### config.mk
export PLATFORM = sky130hd
export DESIGN_NAME = foc_frontend_hls_deadlock_reporter
export DESIGN_NICKNAME = d
export VERILOG_FILES = /design/src/rtl/foc_frontend_dbg_pkg.sv /design/src/rtl/foc_frontend_dbg_persist_cnt.sv /design/src/rtl/foc_frontend_hls_deadlock_reporter.sv
export SDC_FILE = /design/constraint.sdc
export NUM_CORES = 1
export LEC_CHECK = 0
export CAP_MARGIN = 20
export CORE_MARGIN = 2
export CORE_UTILIZATION = 48
export CTS_CLUSTER_DIAMETER = 80
export CTS_CLUSTER_SIZE = 10
export DETAILED_ROUTE_END_ITERATION = 6
export PLACE_DENSITY = 0.81
export SLEW_MARGIN = 15
export SYNTH_ARGS = -nofsm -noshare
export SYNTH_HDL_FRONTEND = slang
export SYNTH_SLANG_ARGS = --single-unit
### constraint.sdc
create_clock -name clock -period 2.1 [get_ports clock]
set_clock_uncertainty 0.15 [all_clocks]
set_input_delay 0.63 -clock clock [delete_from_list [all_inputs] [get_ports clock]]
set_output_delay 0.63 -clock clock [all_outputs]
set_load 0.02 [all_outputs]
### src/rtl/foc_frontend_dbg_pkg.sv
// Shared types and defaults for the FOC front-end debug path.
// Holds the deadlock-reporter state enum, the report record and a saturating increment.
package foc_frontend_dbg_pkg;

  localparam int unsigned AXIS_W_DEF    = 10;
  localparam int unsigned IDLE_W_DEF    = 5;
  localparam int unsigned TS_W_DEF      = 32;
  localparam int unsigned EVT_CNT_W     = 8;
  localparam int unsigned PERSIST_CNT_W = 16;

  typedef enum logic [1:0] {
    ST_IDLE,
    ST_PENDING,
    ST_REPORT,
    ST_LATCHED
  } state_t;

  // One deadlock report as it would be pushed into a trace FIFO
  typedef struct packed {
    logic [AXIS_W_DEF-1:0] axis;
    logic [IDLE_W_DEF-1:0] idle;
    logic [TS_W_DEF-1:0]   timestamp;
    logic [EVT_CNT_W-1:0]  event_cnt;
  } report_rec_t;

  function automatic logic [EVT_CNT_W-1:0] sat_inc(input logic [EVT_CNT_W-1:0] v);
    return (v == '1) ? v : v + EVT_CNT_W'(1);
  endfunction

endpackage

### src/rtl/foc_frontend_dbg_persist_cnt.sv
// Persistence counter: counts consecutive qualifying edges and flags the terminal count.
// at_threshold_c is true when the edge being sampled would be the PERSIST_CYCLES-th one.
module foc_frontend_dbg_persist_cnt
  import foc_frontend_dbg_pkg::*;
#(
  parameter int unsigned PERSIST_CYCLES = 64
) (
  input  logic clock,
  input  logic reset,
  input  logic clear,
  input  logic enable,
  output logic at_threshold_c
);

  localparam logic [PERSIST_CNT_W-1:0] TERMINAL = PERSIST_CNT_W'(PERSIST_CYCLES - 1);

  logic [PERSIST_CNT_W-1:0] cnt;

  always_ff @(posedge clock) begin
    if (reset || clear) begin
      cnt <= '0;
    end else if (enable) begin
      cnt <= cnt + PERSIST_CNT_W'(1);
    end
  end

  assign at_threshold_c = (cnt == TERMINAL);

endmodule

### src/rtl/foc_frontend_hls_deadlock_reporter.sv
// Qualifies the deadlock monitor's block output and emits one timestamped report per event,
// then holds a sticky deadlock flag until software clears it.
module foc_frontend_hls_deadlock_reporter
  import foc_frontend_dbg_pkg::*;
#(
  parameter int unsigned AXIS_W         = AXIS_W_DEF,
  parameter int unsigned IDLE_W         = IDLE_W_DEF,
  parameter int unsigned PERSIST_CYCLES = 64,
  parameter int unsigned TS_W           = TS_W_DEF
) (
  input  logic                 clock,
  input  logic                 reset,
  input  logic                 block,
  input  logic [AXIS_W-1:0]    axis_block_sigs,
  input  logic [IDLE_W-1:0]    inst_idle_sigs,
  input  logic                 clear,
  output logic                 report_valid,
  input  logic                 report_ready,
  output logic [AXIS_W-1:0]    report_axis,
  output logic [IDLE_W-1:0]    report_idle,
  output logic [TS_W-1:0]      report_timestamp,
  output logic [EVT_CNT_W-1:0] report_event_cnt,
  output logic                 deadlock_flag
);

  state_t            state;
  logic [AXIS_W-1:0] acc;
  logic [TS_W-1:0]   ts;
  logic              at_threshold_c;
  logic              qualify_c;
  logic              capture_c;
  logic              cnt_enable_c;

  // Counting only happens while block holds in IDLE/PENDING; anything else restarts it
  assign qualify_c    = block && ((state == ST_IDLE) || (state == ST_PENDING));
  assign capture_c    = qualify_c && at_threshold_c;
  assign cnt_enable_c = qualify_c && !capture_c;

  foc_frontend_dbg_persist_cnt #(
    .PERSIST_CYCLES(PERSIST_CYCLES)
  ) u_persist_cnt (
    .clock          (clock),
    .reset          (reset),
    .clear          (!cnt_enable_c),
    .enable         (cnt_enable_c),
    .at_threshold_c (at_threshold_c)
  );

  // acc is kept at zero outside PENDING so acc | axis_block_sigs covers both capture paths
  always_ff @(posedge clock) begin
    if (reset) begin
      state            <= ST_IDLE;
      acc              <= '0;
      ts               <= '0;
      report_valid     <= 1'b0;
      report_axis      <= '0;
      report_idle      <= '0;
      report_timestamp <= '0;
      report_event_cnt <= '0;
      deadlock_flag    <= 1'b0;
    end else begin
      ts <= ts + TS_W'(1);
      case (state)
        ST_IDLE, ST_PENDING: begin
          if (!block) begin
            acc   <= '0;
            state <= ST_IDLE;
          end else if (capture_c) begin
            report_axis      <= acc | axis_block_sigs;
            report_idle      <= inst_idle_sigs;
            report_timestamp <= ts;
            report_event_cnt <= sat_inc(report_event_cnt);
            report_valid     <= 1'b1;
            deadlock_flag    <= 1'b1;
            acc              <= '0;
            state            <= ST_REPORT;
          end else begin
            acc   <= acc | axis_block_sigs;
            state <= ST_PENDING;
          end
        end
        ST_REPORT: begin
          if (report_ready) begin
            report_valid <= 1'b0;
            state        <= ST_LATCHED;
          end
        end
        ST_LATCHED: begin
          if (clear) begin
            deadlock_flag <= 1'b0;
            state         <= ST_IDLE;
          end
        end
        default: state <= ST_IDLE;
      endcase
    end
  end

endmodule

# After elaboration in Yosys (flattened, before gate mapping)
# Cells that the tools add are included.
# word_totals
register_bits,117
input_bits,20
wordCells,53
# op_classes
addsub,3
n_eq_ne,9
mux,13
n_bitwise,2
reduce_logical,16
# ops
cell,n
"adder 32 x 1 -> 32 bit, second input constant",1
two-way mux 10 bit,2
"adder 16 x 1 -> 16 bit, second input constant",1
"equality test 16 x 6 -> 1 bit, second input constant",1
AND reduction 4 bit,3
bitwise OR 10 bit,1
"adder 8 x 1 -> 8 bit, second input constant",1
"equality test 8 bit, second input constant",1
two-way mux 2 bit,4
"!= test 2 bit, second input constant",4
case mux 2 bit (3 select lines),1
"equality test 2 bit, second input constant",2
two-way mux 1 bit,4
case mux 1 bit (2 select lines),2
nonzero test 2 bit,2
logical AND 1 bit,3
AND reduction 3 bit,1
"equality test 2 x 1 -> 1 bit, second input constant",1
zero test 1 bit,2
zero test 2 bit,1
logical OR 1 bit,2
AND reduction 2 bit,1
OR reduction 2 bit,1
inverter 1 bit,1

# Depth between registers and ports, before layout
# depth
word_depth,8
ltp_mapped,9
depth_no_buf,5

# Modules after synthesis
# Synthesis repeated with hierarchy kept, for this count alone.
# hier_totals
hier_cells,564
hier_area_um2,4805.9
# by_module_without_submodules
mod,n_inst,cells_per_inst,area_each_um2
foc_frontend_hls_deadlock_reporter,1,475,4015.1
foc_frontend_dbg_persist_cnt,1,89,790.8

# Worst setup path before layout
# Ideal clock, no wire load.
# synth_timing
kind,register to register
from,reg u_persist_cnt.cnt[0]
to,reg report_event_cnt[7]
setup_time_ps,70
t_arrival_ps,1904
t_required_ps,1880
path_slack_ps,-24
stages_incl_launch_ff,8
path_buffers,2
period_less_slack_ps,2124
cell_sequence,dfxtp_1 > ha_1 > and3_1 > clkbuf_1 > nand4_1 > clkbuf_1 > or4_1 > a21oi_1
# synth_between
elab_chain_len,3
# synth_rtl
item,line_no,text
start: declaration,foc_frontend_dbg_persist_cnt.sv:17,logic [PERSIST_CNT_W-1:0] cnt;
start signal: assignment,foc_frontend_dbg_persist_cnt.sv:23,cnt <= cnt + PERSIST_CNT_W'(1);
equality test 16 x 6 -> 1 bit,foc_frontend_dbg_persist_cnt.sv:27,assign at_threshold_c = (cnt == TERMINAL);
logical AND 1 bit,foc_frontend_hls_deadlock_reporter.sv:36,assign capture_c = qualify_c && at_threshold_c;
AND reduction 4 bit (no line),--,
end signal: assignment,foc_frontend_hls_deadlock_reporter.sv:72,report_event_cnt <= sat_inc(report_event_cnt);
end: declaration,foc_frontend_hls_deadlock_reporter.sv:22,"output logic [EVT_CNT_W-1:0] report_event_cnt,"
# No other way between the ends.
# A chain may end at the register's enable or synchronous reset.

# Worst setup path after layout
# layout_timing
from,reg u_persist_cnt.cnt[4]
to,reg report_event_cnt[7]
# The elaborated chain is that of the path after synthesis.

==> results <==
## report_power, final
part,switching (mW),internal [mW]
clock network,1.03,2.05
logic,0.0974,0.0664
registers,0.0103,2.23
## how the worst min path moves through the flow
stage	from	end	slack (ns)
after detailed placement	acc[2]	acc[2]	0.31
after global routing	reset	report_event_cnt[5]	0.27
final	reset	report_event_cnt[5]	0.26
after floorplan	u_persist_cnt.cnt[0]	u_persist_cnt.cnt[0]	0.28
after CTS	reset	report_event_cnt[5]	0.26
after global placement	u_persist_cnt.cnt[0]	u_persist_cnt.cnt[0]	0.29
## timing repair
| item | 4_1_cts | 5_1_grt |
|---|---|---|
| gates cloned | 0 | 2 |
| pin swaps | 0 | 8 |
| resized for setup | 63 | 35 |
| endpoints found under the setup margin | 59 | 41 |
| buffers inserted | 0 | 2 |
| hold buffers | 0 | 0 |
## flip-flops by register name (all words and copies together) (netlist names), 2 cells and up
register,count
report_event_cnt,8
report_axis,10
report_idle,5
u_persist_cnt.cnt,16
acc,10
ts,32
state,2
report_timestamp,32
## worst max-delay path, cell delays in order (launching register included)
cell,delay (ns)
dfxtp_1,0.34
nor4bb_4,0.32
buf_4,0.17
nand4_1,0.17
buf_6,0.20
or4_4,0.51
a21oi_2,0.13
## placed cells by master, fill, tap and decap left out, types with 3 or more instances in the layout
| cell type | instances |
|---|---|
| dfxtp_1 | 109 |
| a21oi_1 | 72 |
| nor2_1 | 51 |
| nand3_1 | 51 |
| o21ai_0 | 49 |
| dlygate4sd2_1 | 49 |
| buf_4 | 48 |
| nand2_1 | 25 |
| clkdlybuf4s50_1 | 18 |
| nand4_1 | 16 |
| clkbuf_16 | 16 |
| o31ai_1 | 13 |
| or4_1 | 13 |
| xor2_1 | 13 |
| or3_1 | 11 |
| a31oi_1 | 10 |
| a211oi_1 | 10 |
| inv_1 | 9 |
| xnor2_1 | 9 |
| dfxtp_2 | 7 |
| nor4_1 | 6 |
| and4_1 | 5 |
| and3_1 | 5 |
| clkbuf_8 | 5 |
| clkbuf_2 | 5 |
| or4_4 | 4 |
| nor2b_1 | 4 |
| bufinv_16 | 4 |
| clkinvlp_4 | 4 |
| buf_12 | 3 |
## through the flow
step / instances / cell area (um2) / hold WS (ns) / util [%]
after floorplan: 570 / 4840 / 0.280 / -
after global placement: 785 / 6000 / 0.292 / 61.4
after detailed placement: 785 / 6000 / 0.307 / 61.4
after CTS: 817 / 6590 / 0.256 / 67.4
after global routing: 821 / 6680 / 0.266 / 68.3
final: 821 / 6680 / 0.260 / 68.3
## logic make-up after synthesis
logic type,after synthesis,synth area share [%]
mux,3,0.673
simple gates,204,22.1
buf+inv,53,4.35
fa+ha+maj,3,0.776
compound gates,168,19.7
xor+xnor,22,3.98
flops,117,48.4
## routing by layer
layer  vias to the layer above  GRT usage, %  share of wire, %
li1                       2304             -                 -
met1                      2346          28.8                43
met2                       173          40.1                49
met3                        23          8.08               6.0
met4                         0          8.01               1.4
met5                         -             0                 0
## final cells by class
cell class                      count  share of cell area [%]
Tap cell                          133                    2.49
Multi-Input combinational cell    401                    35.5
Timing Repair Buffer              129                    16.6
Clock inverter                     11                    2.59
Clock buffer                       21                    7.03
Inverter                            9                   0.506
Sequential cell                   117                    35.3
==> flow_metrics.tcl <==
set metrics [dict create \
    status "complete, no violations" \
    grt_use_total_pct 23.9 \
    fp.coreArea_um2 9770 \
    critical_path_class "reg2reg" \
    leakage_nw 2.53 \
    rsz0062_at_grt "yes" \
    die_w_um 104 \
    syn_area_per_cell_um2 8.48 \
    seq_area_um2 2350 \
    synth_nets 593 \
    clock-sinks 117 \
    ys_warn_count 0 \
    cts_buffer_depth 2 \
    diodes 0 \
    num_rows 36 \
    fin_nets 698 \
    antenna_found_initial 0 \
    drtIter0Drc 253 \
    routed_wl_mm 13.1 \
    ys.flop_type "dfxtp_1" \
    clock_latency_ns 0.52 \
    r2r-end "report_event_cnt[7]" \
    ys_types 42 \
    pre_cts_slack_ns -0.324 \
    hpwl_mm 8.29 \
    grt_pass1_vias 4687 \
    finalPower_mw 5.49 \
    port_buffers 76 \
    vias 4846 \
    syn_area_um2 4840 \
    r2r_setup_slack_ns 0.06 \
    synth_edf_count 0 \
    yosys.area.top_type "dfxtp_1" \
    start_util_pct 49.5 \
    ys_ff_latch 117 \
    power_density_nw_per_um2 822 \
    final_layout_size_suffix_gt1_share_pct 17.6 \
    slew_viol_final 0 \
    die_h_um 104 \
    cts.clk_slew.worst_paths_ns 0.06 \
    cp.arrival_ns 2.34 \
    worst-r2r-cell-count 6 \
    required_ns 2.40 \
    crit_path_start "u_persist_cnt.cnt[4]" \
    fin_ws_ns 0.0647 \
    worst_pin_slew_ns 0.704 \
    overflow 0 \
    synthToLayoutAreaGrowth_pct 38.1 \
    yosysMostFrequentCell "dfxtp_1" \
    grt_start_max_net_pins 68 \
    ir_drop_mv 0.529 \
    routedWlPerCell_um 16.0 \
    dr.pass1.iters 4 \
    crit_end "report_event_cnt[7]" \
    netlist_top_cells_area "dfxtp_1 (48%), a21oi_1 (7.7%), nand3_1 (5.4%), o21ai_0 (5.1%), nor2_1 (4.0%)" \
    cts_buffers 17 \
    yosysSeqAreaShare_pct 48.4 \
    critPathLaunchType "register" \
    grt_pass1_wl_mm 21.6 \
    whs_path_depth 2 \
    via_per_inst 5.90 \
    finalSetupTns_ns 0 \
    crit_path_end_kind "register" \
    setup_violations 0 \
    min_period_ns 2.04 \
    drtAntennaViolNets 0 \
    htreeDepth 4 \
    dieArea_um2 10900 \
    drc 0 \
    max_freq_mhz 491 \
    gp_congestion 0.850 \
    finalCritPeriodShare_pct 96.9 \
    rr_startpoint "u_persist_cnt.cnt[4]" \
    max_slew_margin_pct 52.8 \
    synth_top_cell_area_share_pct 48.4 \
    worstHoldPathType "in2reg" \
    cts-root-buf "clkbuf_8" \
    cts_tree "built" \
    multi_input_area_um2 2370 \
    cp_max_fo 6 \
    synthCells 570 \
    max_cap_viol_count 0 \
    fillers 770 \
    synthArstFlopShare_pct 0 \
    io-pin-count 77 \
    synth_top_cells_by_count "dfxtp_1 (117), a21oi_1 (74), nand3_1 (52)" \
    hold_violations 0 \
]
(Power assumes the default switching activity.)
